## src/rtl/lc3b_pkg.sv

```systemverilog
`default_nettype none
// ============================================================================
//  Module      : lc3b_pkg
//  Description : Shared LC-3b constants and types.
//                - GPR_ADDR_W : general-purpose register index width
//                - WORD_W     : datapath word width
//                - NUM_GPR    : number of general-purpose registers
//                - dump_state_t : state encoding of the register dump engine
//  Revision    : 1.0 - initial release
// ============================================================================
package lc3b_pkg;

    localparam int GPR_ADDR_W = 3;
    localparam int WORD_W     = 16;
    localparam int NUM_GPR    = 8;

    // Register dump engine states. Encoding is fixed so that trace tools
    // decoding the raw state value stay in step with the RTL.
    typedef enum logic [1:0] {
        ST_IDLE    = 2'd0,
        ST_FETCH   = 2'd1,
        ST_CAPT    = 2'd2,
        ST_PRESENT = 2'd3
    } dump_state_t;

endpackage : lc3b_pkg
`default_nettype wire

```

## src/rtl/reg_dump.sv

```systemverilog
`default_nettype none
// ============================================================================
//  Module      : reg_dump
//  Description : Debug read-out engine for the LC-3b register file.
//                On a start pulse it walks R0..R(NUM_REGS-1) through the
//                SR1 read port, captures each registered read value and
//                presents it as one beat on a valid/ready stream. While the
//                dump is in progress rf_hold is raised so the control unit
//                suppresses LD_REG and the dump is a consistent snapshot.
//
//  Ports       : clk        - system clock, rising edge
//                reset      - synchronous, active-high reset
//                start      - request a dump (sampled only when idle)
//                busy       - engine active
//                rf_hold    - write-hold to the control unit (== busy)
//                rf_sr      - register file SR1 read address
//                rf_data    - register file SR1_OUT (one-cycle read latency)
//                out_valid  - beat valid
//                out_ready  - sink accepts the beat
//                out_idx    - register index of the current beat
//                out_data   - register value of the current beat
//                done       - one-cycle pulse after the last beat is taken
//  Revision    : 1.0 - initial release
// ============================================================================
module reg_dump
    import lc3b_pkg::*;
#(
    parameter int NUM_REGS = NUM_GPR,
    parameter int ADDR_W   = GPR_ADDR_W,
    parameter int DATA_W   = WORD_W
) (
    input  logic              clk,
    input  logic              reset,
    input  logic              start,
    output logic              busy,
    output logic              rf_hold,
    output logic [ADDR_W-1:0] rf_sr,
    input  logic [DATA_W-1:0] rf_data,
    output logic              out_valid,
    input  logic              out_ready,
    output logic [ADDR_W-1:0] out_idx,
    output logic [DATA_W-1:0] out_data,
    output logic              done
);

    // Terminal index. Comparing against this (rather than letting the
    // counter overflow) means indices above NUM_REGS-1 are never issued.
    localparam logic [ADDR_W-1:0] c_last_idx = ADDR_W'(NUM_REGS - 1);

    // ------------------------------------------------------------------
    // State and registered outputs
    // ------------------------------------------------------------------
    dump_state_t        r_state;
    logic [ADDR_W-1:0]  r_idx;
    logic [DATA_W-1:0]  r_out_data;
    logic               r_out_valid;
    logic               r_busy;
    logic               r_done;

    // Next-state values
    dump_state_t        w_state_nxt;
    logic [ADDR_W-1:0]  w_idx_nxt;
    logic [DATA_W-1:0]  w_out_data_nxt;
    logic               w_out_valid_nxt;
    logic               w_busy_nxt;
    logic               w_done_nxt;

    // ------------------------------------------------------------------
    // State register
    // ------------------------------------------------------------------
    always_ff @(posedge clk) begin
        if (reset) begin
            r_state     <= ST_IDLE;
            r_idx       <= '0;
            r_out_data  <= '0;
            r_out_valid <= 1'b0;
            r_busy      <= 1'b0;
            r_done      <= 1'b0;
        end else begin
            r_state     <= w_state_nxt;
            r_idx       <= w_idx_nxt;
            r_out_data  <= w_out_data_nxt;
            r_out_valid <= w_out_valid_nxt;
            r_busy      <= w_busy_nxt;
            r_done      <= w_done_nxt;
        end
    end

    // ------------------------------------------------------------------
    // Next-state / output logic
    // ------------------------------------------------------------------
    always_comb begin
        // Hold everything by default; done is a single-cycle pulse.
        w_state_nxt     = r_state;
        w_idx_nxt       = r_idx;
        w_out_data_nxt  = r_out_data;
        w_out_valid_nxt = r_out_valid;
        w_busy_nxt      = r_busy;
        w_done_nxt      = 1'b0;

        unique case (r_state)
            ST_IDLE: begin
                if (start) begin
                    w_idx_nxt   = '0;
                    w_busy_nxt  = 1'b1;
                    w_state_nxt = ST_FETCH;
                end
            end

            // rf_sr already carries r_idx; the register file samples it on
            // this edge and presents the value during CAPT.
            ST_FETCH: begin
                w_state_nxt = ST_CAPT;
            end

            ST_CAPT: begin
                w_out_data_nxt  = rf_data;
                w_out_valid_nxt = 1'b1;
                w_state_nxt     = ST_PRESENT;
            end

            // Hold data, index and read address steady until accepted.
            ST_PRESENT: begin
                if (out_ready) begin
                    w_out_valid_nxt = 1'b0;
                    if (r_idx == c_last_idx) begin
                        w_done_nxt  = 1'b1;
                        w_busy_nxt  = 1'b0;
                        w_state_nxt = ST_IDLE;
                    end else begin
                        w_idx_nxt   = r_idx + 1'b1;
                        w_state_nxt = ST_FETCH;
                    end
                end
            end

            default: begin
                w_state_nxt = ST_IDLE;
            end
        endcase
    end

    // ------------------------------------------------------------------
    // Output mapping. busy is kept as its own flop (set on accept, cleared
    // on the final handshake) so every output comes straight off a flop.
    // ------------------------------------------------------------------
    assign busy      = r_busy;
    assign rf_hold   = r_busy;
    assign rf_sr     = r_idx;
    assign out_idx   = r_idx;
    assign out_valid = r_out_valid;
    assign out_data  = r_out_data;
    assign done      = r_done;

endmodule : reg_dump
`default_nettype wire

```

## config.mk

```make
export PLATFORM = sky130hd
export DESIGN_NAME = reg_dump
export DESIGN_NICKNAME = d
export VERILOG_FILES = /design/src/rtl/lc3b_pkg.sv /design/src/rtl/reg_dump.sv
export SDC_FILE = /design/constraint.sdc
export NUM_CORES = 1
export LEC_CHECK = 0
export BUFFER_PORTS_ARGS = -buffer_cell sky130_fd_sc_hd__buf_2
export CORE_ASPECT_RATIO = 1.5
export CORE_MARGIN = 2
export CORE_UTILIZATION = 48
export CTS_BUF_LIST = sky130_fd_sc_hd__clkbuf_4 sky130_fd_sc_hd__clkbuf_8
export DETAILED_ROUTE_END_ITERATION = 7
export PLACE_DENSITY = 0.81
export SETUP_SLACK_MARGIN = 0.4
export SYNTH_ARGS = -nofsm -noshare
export SYNTH_HDL_FRONTEND = slang
export SYNTH_SLANG_ARGS = --single-unit
```

## constraint.sdc

```tcl
create_clock -name clk -period 2.06 [get_ports clk]
set_input_delay 0.412 -clock clk [delete_from_list [all_inputs] [get_ports clk]]
set_output_delay 0.412 -clock clk [all_outputs]
set_load 0.01 [all_outputs]
```

==> summary.txt, run 1 <==
pin count of the biggest net entering global routing: 27
Synth Warn #: 0
CTS sink count: 24
Setup crit start kind: register
Via-to-Cell Ratio: 5.087
asr flop ratio synth: 0%
worst r2r src: out_idx[0]
most common cell after layout, fill and taps aside: buf_2
IO Count: 46
Largest stage delay, worst path: 360 ps
CP Buf/Inv Count: 0
CTS H-tree lvls: 1
Longest Clk Path Bufs: 2
Crit path required time: 2310 ps
first-pass GRT wire length: 3.243 mm
postcts setup bufs: 0
WP data arrival: 1820 ps
starting density of the core: 51.39%
TritonRoute pass-1 iters: 7
overall routed net length: 2.099 mm
gr busiest metal: met2
synthesized area: 1067 sq um
CP max FO: 5
Area Overhead vs Synth: 23.92%
Fin Clk Skew: 1.261 ps
core area: 2077 sq um
Power Dens Cells: 1151 nW/um^2
worst-margin pin slew: 448.1 ps
commonest cells after routing, fill and taps aside: buf_2, dfxtp_1, mux2i_1, nor2_1, ha_1
Worst slew margin: 70.13%
TritonCTS clock tree: yes
nets@finish: 179
clock transition time at the flip-flop clock pins of the worst setup and hold paths: 120 ps
M2 GR Usage: 29.45%
main flop type after synthesis: dfxtp_1
critical path's slowest cell: dfxtp_1
Seq/Total Area, Yosys: 45.02%
post-synth cell types: 23
WHS: 329.2 ps
minimum clock period: 1570 ps
# setup viols final: 0
crit share post-route: 76.21%
Final HPWL DP: 1.595 mm
GR Util met3: 2.890%
Die ar.: 2624 sq um
DRC Markers: 0
status: completed
All-Layer GR Usage: 16.29%
gpl congestion: 0.8472
VDD IR-drop max: 556.1 uV
Hold-fix buffers, CTS: 0
delay-heaviest family, CP: adder cells
Synth Net Count: 136
Mapped Cells: 109
CTS Root Cell: clkbuf_4
Final Max Slew Viols: 0
die height: 61.75 um
GR Overflow Total: 0
Avg Inst Size Synth: 9.792 sq um
number of synthesized flops with an enable pin: 0
#FFs+latches synth: 24
Post-DRT Antenna Nets: 0
1st-iter DRT viols: 12
clock latency on the worst-skew pair: 310 ps
ratio of cells with drive above 1 in the final layout: 36.42%
Cells after DPL: 169
crit end category: register
ANT cells: 0
row cnt: 20
crit path kind: register to register
Fill cells: 186
number of global-route vias before repair: 793
max-cap viol count: 0
top cell type's share of synthesized area: 45.02%
chip width: 42.50 um
non-filler cells, final: 173
antenna violations before repair: 0
CP startpoint: out_idx[0]
vias: 880
detailed-route wire length per cell: 12.13 um
RSZ-0062 raised after global routing: false
Fmax achieved: 637.0 MHz
met1 Usage GRT: 18.12%
Fin. Hold Viols: 0
setup_tns: 0 ps
CTS buffer count: 3
Hold WC Path Type: input pin to register
CP Cell Sequence: ha_1 > ha_1 > nand2b_1 > a211oi_4 > mux2i_1
Most common cell on crit path: ha_1
hold_sp: rf_data[9]
IO Port Bufs: 45
Area contributors post-synth: dfxtp_1, mux2i_1, ha_1
area leader, netlist: dfxtp_1
leakage power: 0.6464 nW
-- report_power, final --
group	switching (mW)	total, mW	internal [mW]	leakage [nW]
logic	0.345	0.660	0.314	0.430
registers	0.0568	0.619	0.562	0.195
clock network	0.136	0.244	0.108	0.0210
-- worst register-to-register path, delay by kind of cell (launching register included) --
family / cells / cell delay [ps]
AND/OR/NAND/NOR: 1 / 190
flip-flops: 1 / 360
adder cells (fa/ha/maj): 2 / 450
multiplexers: 1 / 220
AO/OA/AOI/OAI: 1 / 300
-- area by class of cell --
type                       count  area, sq um  area share [%]
tap                           22        27.53           2.081
sequential                    24        480.5           36.33
multi-input combinational     74        530.5           40.11
timing repair buffer          47        240.2           18.16
inverter                       2        7.507          0.5676
clock buffer                   4        36.28           2.744
-- cells in the mapped netlist (all sizes together) (2+ instances only) --
library cell	n
a21oi	4
and2b	2
buf	6
clkbuf	3
dfxtp	24
ha	7
inv	2
mux2i	18
nand2	4
nand2b	6
nor2	19
nor2b	2
o21ai	2
or2	2
-- layer usage --
metal  part of all wire, %  vias up
met5                     0        -
met4                   1.3        0
met3                   7.0        4
met2                    51       39
met1                    41      392
li1                      -      445
-- flip-flops by register name, indices dropped and copies added (netlist names) --
name	count
busy	1
done	1
out_data	16
out_idx	3
out_valid	1
r_state	2
-- worst paths after layout --
kind,end,slack [ps],cells after the start
max,out_idx[1],490,5
min,out_data[9],330,3
max reg2reg,out_idx[1],490,5
min reg2reg,out_data[9],500,2
-- per-stage QoR --
step           util [%]  setup slack [ps]  power (mW)  area, sq um
2_1_floorplan         -             585.5       1.099         1067
3_3_place_gp      61.57             577.9       1.236         1279
3_5_place_dp      61.57             462.4       1.271         1279
4_1_cts           63.31             426.8       1.517         1315
5_1_grt           63.67             416.6       1.634         1323
6_report          63.67             490.1       1.523         1323
-- kinds of logic (layout without fill, tap and decap cells) --
logic type / count (synthesis) / in the layout / synth area share, %
mux: 18 / 18 / 16.88
flops: 24 / 24 / 45.02
simple gates: 39 / 39 / 17.82
fa+ha+maj: 7 / 7 / 8.206
buf+inv: 11 / 53 / 5.979
compound gates: 10 / 10 / 6.097
-- what timing repair did --
action                     in CTS  in global routing
setup endpoints to repair       0                  3
resized for setup               0                  1
hold endpoints to repair        0                  0
Power figures use the tool's default switching activity.
==> run 2: changes to the inputs <==
- clock period: 2.06 -> 1.6 ns (I/O delays scaled with it)
==> summary.txt, run 2 (synthesis gave the netlist of run 1 again) <==
max-cap viol count: 0 (unchanged)
overall routed net length: 2.463 mm (+17%)
starting density of the core: 51.39% (unchanged)
# setup viols final: 0 (unchanged)
first-pass GRT wire length: 3.519 mm (+8.5%)
Area Overhead vs Synth: 50.29%
Post-DRT Antenna Nets: 0 (unchanged)
VDD IR-drop max: 763.2 uV (+37%)
Via-to-Cell Ratio: 5.171 (+1.7%)
IO Count: 46 (unchanged)
TritonCTS clock tree: yes
Setup crit start kind: register
IO Port Bufs: 45 (unchanged)
gr busiest metal: met2
TritonRoute pass-1 iters: 4 (-3)
gpl congestion: 0.8041 (-5.1%)
most common cell after layout, fill and taps aside: buf_2
Longest Clk Path Bufs: 2 (unchanged)
GR Util met3: 1.734% (-1.2 points)
CTS sink count: 24 (unchanged)
final worst slack: 217.4 ps (-272.7 ps)
Cells after DPL: 169 (unchanged)
WP data arrival: 1640 ps (-180 ps)
met1 Usage GRT: 20.47% (+2.4 points)
ANT cells: 0 (unchanged)
CP max FO: 3 (-2)
detailed-route wire length per cell: 13.61 um (+12%)
crit path kind: register to register
Crit path required time: 1860 ps (-450 ps)
max reg flops: 16 (unchanged)
Fin Clk Skew: 7.630 ps (+6.368 ps)
RSZ-0062 raised after global routing: true
GR Overflow Total: 0 (unchanged)
CTS Root Cell: clkbuf_4
Fin. Hold Viols: 0 (unchanged)
Hold-fix buffers, CTS: 0 (unchanged)
pin count of the biggest net entering global routing: 15 (-44%)
non-filler cells, final: 181 (+4.6%)
DRC Markers: 0 (unchanged)
clock latency on the worst-skew pair: 320 ps (about the same)
setup_tns: 0 ps (unchanged)
CTS H-tree lvls: 1 (unchanged)
Power Dens Cells: 1467 nW/um^2 (+27%)
Final HPWL DP: 1.609 mm (+0.92%)
Fill cells: 149 (-20%)
row cnt: 20 (unchanged)
core area: 2077 sq um (unchanged)
vias: 936 (+6.4%)
clock transition time at the flip-flop clock pins of the worst setup and hold paths: 130 ps (about the same)
Die ar.: 2624 sq um (unchanged)
1st-iter DRT viols: 23 (+11)
dpl ws: 186.9 ps (-275.5 ps)
ratio of cells with drive above 1 in the final layout: 55.35% (+19 points)
leakage power: 0.7169 nW (+11%)
nets@finish: 187 (+4.5%)
M2 GR Usage: 32.75% (+3.3 points)
Final Max Slew Viols: 0 (unchanged)
WHS: 229.4 ps (-99.75 ps)
commonest cells after routing, fill and taps aside: buf_2, nor2_1, dfxtp_1
Worst slew margin: 82.13% (+12 points)
antenna violations before repair: 0 (unchanged)
crit end category: register
minimum clock period: 1383 ps (-187.3 ps)
chip width: 42.50 um (unchanged)
worst-margin pin slew: 267.2 ps (-180.9 ps)
All-Layer GR Usage: 17.95% (+1.7 points)
number of global-route vias before repair: 801 (+1.0%)
status: completed
crit share post-route: 86.41% (+10 points)
die height: 61.75 um (unchanged)
Fmax achieved: 723.3 MHz (+14%)
Hold WC Path Type: input pin to register
CTS buffer count: 3 (unchanged)
-- run 2: cell types whose count changed in the layout (fill, tap and decap cells not counted), sizes merged --
cell / delta
buf: +8
-- run 2: power breakdown --
part           internal, mW  switching [mW]  leakage (nW)
clock network         0.139           0.176        0.0210
registers             0.728          0.0794         0.198
logic                 0.648           0.583         0.498
total                  1.52           0.838         0.717
-- run 2: path summary, 6_finish.rpt --
check,start,end,slack (ps),cells past startpoint
min,rf_data[9],out_data[9],230,3
max,out_idx[1],out_idx[1],220,5
max reg2reg,out_idx[1],out_idx[1],220,5
min reg2reg,out_data[5],out_data[5],510,2
-- run 2: repair_timing --
action | CTS | global route
endpoints found under the setup margin | 25 | 24
gates cloned | 1 | 0
pin swaps | 3 | 4
setup buffers | 4 | 3
resized for setup | 16 | 25
-- run 2: critical path, cell delays in order, from the launching register on --
cell	delay, ps
dfxtp_4	370
ha_4	160
ha_4	150
nand2b_4	140
a211oi_4	280
mux2i_1	210
-- run 2: cell type report --
class	count	area [sq um]	area share [%]
Timing Repair Buffer	55	385.4	24.02
Inverter	2	10.01	0.6240
Sequential cell	24	495.5	30.89
Multi-Input combinational cell	74	649.4	40.48
Tap cell	22	27.53	1.716
Clock buffer	4	36.28	2.262
-- run 2: through the flow --
stage / util [%] / cell area [sq um] / total power [mW]
global route: 77.23 / 1604 / 2.496
detailed placement: 63.73 / 1324 / 1.654
finish: 77.23 / 1604 / 2.353
CTS: 70.96 / 1474 / 2.169
floorplan: - / 1116 / 1.453
global placement: 63.73 / 1324 / 1.611
-- run 2: metal layers --
| layer | wire, um | vias up |
|---|---|---|
| met5 | 0 | - |
| met4 | 44 | 0 |
| met3 | 123 | 5 |
| met2 | 1325 | 36 |
| met1 | 969 | 433 |
| li1 | - | 462 |
==> run 3: changes to the inputs <==
- CORE_MARGIN: 2 -> 10
- GPL_TIMING_DRIVEN: unset -> 0
==> summary.txt, run 3 (synthesis gave the netlist of run 1 again) <==
Fin. Hold Viols: 0 (unchanged)
delay-heaviest family, CP: flip-flops
worst-margin pin slew: 470.7 ps (+203.4 ps)
CTS H-tree lvls: 1 (unchanged)
1st-iter DRT viols: 20 (-13%)
Placed Area: 1364 sq um (+3.0%)
ratio of cells with drive above 1 in the final layout: 54.44% (-0.91 points)
crit path kind: register to register
first-pass GRT wire length: 5.126 mm (+46%)
nets@finish: 197 (+5.3%)
minimum clock period: 1410 ps (+27.84 ps)
commonest cells after routing, fill and taps aside: buf_2, nor2_1, dfxtp_1
GR Util met3: 5.863% (+4.1 points)
TritonRoute pass-1 iters: 4 (unchanged)
All-Layer GR Usage: 13.77% (-4.2 points)
Final Max Slew Viols: 0 (unchanged)
gr busiest metal: met2
dpl ws: 180.7 ps (-6.188 ps)
max reg flops: 16 (unchanged)
DRC Markers: 0 (unchanged)
Die ar.: 4548 sq um (+73%)
CTS buffer count: 3 (unchanged)
row cnt: 20 (unchanged)
Setup crit start kind: register
Worst slew margin: 68.62% (-14 points)
Longest Clk Path Bufs: 2 (unchanged)
WHS: 242.4 ps (+12.97 ps)
detailed-route wire length per cell: 15.97 um (+17%)
Fill cells: 115 (-23%)
CP max FO: 3 (unchanged)
Final Cell Area: 1700 sq um (+6.0%)
die height: 77.75 um (+26%)
Power Dens Cells: 1464 nW/um^2 (-0.20%)
Via-to-Cell Ratio: 5.147 (-0.48%)
Largest stage delay, worst path: 380 ps (about the same)
Crit path required time: 1840 ps (-20 ps)
IO Port Bufs: 44 (-2.2%)
# setup viols final: 0 (unchanged)
met1 Usage GRT: 12.61% (-7.9 points)
chip width: 58.50 um (+38%)
RSZ-0062 raised after global routing: true
clock latency on the worst-skew pair: 310 ps (about the same)
TritonCTS clock tree: yes
Post-DRT Antenna Nets: 0 (unchanged)
WP data arrival: 1650 ps (about the same)
Hold WC Path Type: input pin to register
CTS sink count: 24 (unchanged)
clock transition time at the flip-flop clock pins of the worst setup and hold paths: 120 ps (about the same)
Area Overhead vs Synth: 59.32%
core area: 2077 sq um (unchanged)
CP Cell Sequence: ha_4 > ha_4 > nand2b_4 > a211oi_4 > mux2i_1
max-cap viol count: 0 (unchanged)
status: completed
starting density of the core: 51.39% (unchanged)
M2 GR Usage: 25.37% (-7.4 points)
Final HPWL DP: 1.934 mm (+20%)
antenna violations before repair: 0 (unchanged)
CTS Root Cell: clkbuf_4
Fmax achieved: 709.0 MHz (-2.0%)
ANT cells: 0 (unchanged)
crit share post-route: 88.15% (+1.7 points)
Most common cell on crit path: ha_4
CP Buf/Inv Count: 0 (unchanged)
Fin Clk Skew: 3.240 ps (-4.390 ps)
VDD IR-drop max: 1072 uV (+40%)
leakage power: 0.7651 nW (+6.7%)
crit end category: register
critical path's slowest cell: dfxtp_4
most common cell after layout, fill and taps aside: buf_2
vias: 983 (+5.0%)
final worst slack: 189.5 ps (-27.84 ps)
gpl congestion: 0.8326 (+3.5%)
pin count of the biggest net entering global routing: 14 (-1)
overall routed net length: 3.050 mm (+24%)
setup_tns: 0 ps (unchanged)
GR Overflow Total: 0 (unchanged)
number of global-route vias before repair: 1,124 (+40%)
IO Count: 46 (unchanged)
run 3: cell count changes in the layout (fill, tap and decap cells not counted), sizes merged:
| cell | delta |
|---|---|
| buf | +7 |
| clkbuf | +3 |
run 3: final timing paths:
check                           cells past startpoint          end  slack [ps]        start
worst max register to register                      5   out_idx[1]         190   out_idx[0]
worst max-delay path                                5   out_idx[1]         190   out_idx[0]
worst min-delay path                                3  out_data[9]         240   rf_data[9]
worst min register to register                      2  out_data[9]         500  out_data[9]
run 3: where the power goes:
| part | leakage [nW] | internal [mW] | switching [mW] |
|---|---|---|---|
| Sequential | 0.198 | 0.728 | 0.0840 |
| Clock | 0.0210 | 0.139 | 0.172 |
| Combinational | 0.546 | 0.745 | 0.623 |
run 3: metrics by stage:
| step | power, mW | util (%) | std cells |
|---|---|---|---|
| after floorplan | 1.453 | - | 109 |
| after detailed placement | 1.694 | 65.66 | 175 |
| after CTS | 2.313 | 78.37 | 190 |
| after global routing | 2.656 | 81.87 | 191 |
| final | 2.490 | 81.87 | 191 |
| after global placement | 1.654 | 65.66 | 175 |
run 3: final cells by class:
cell class / count / area, sq um / share of cell area, %
buffer: 9 / 91.34 / 5.372
clock buffer: 4 / 36.28 / 2.134
tap: 22 / 27.53 / 1.619
sequential: 24 / 495.5 / 29.14
inverter: 2 / 10.01 / 0.5887
timing repair buffer: 56 / 395.4 / 23.25
multi-input combinational: 74 / 644.4 / 37.90
run 3: repair_timing:
| action | 4_1_cts | 5_1_grt |
|---|---|---|
| setup buffers | 10 | 1 |
| gates resized for setup | 28 | 17 |
| pin swaps | 2 | 6 |
| gates cloned | 1 | 0 |
| endpoints found under the setup margin | 22 | 29 |
| hold buffers | 0 | 0 |
run 3: worst min-delay path, delay by kind of cell:
kind	cells	cell delay, ps
muxes	1	50
buffers and inverters	1	80
and+or+nand+nor	1	70
run 3: layer usage:
metal / wire, um / part of all wire [%]
met1: 1001 / 33
met2: 1706 / 56
met3: 312 / 10
met4: 29 / 0.95
met5: 0 / 0
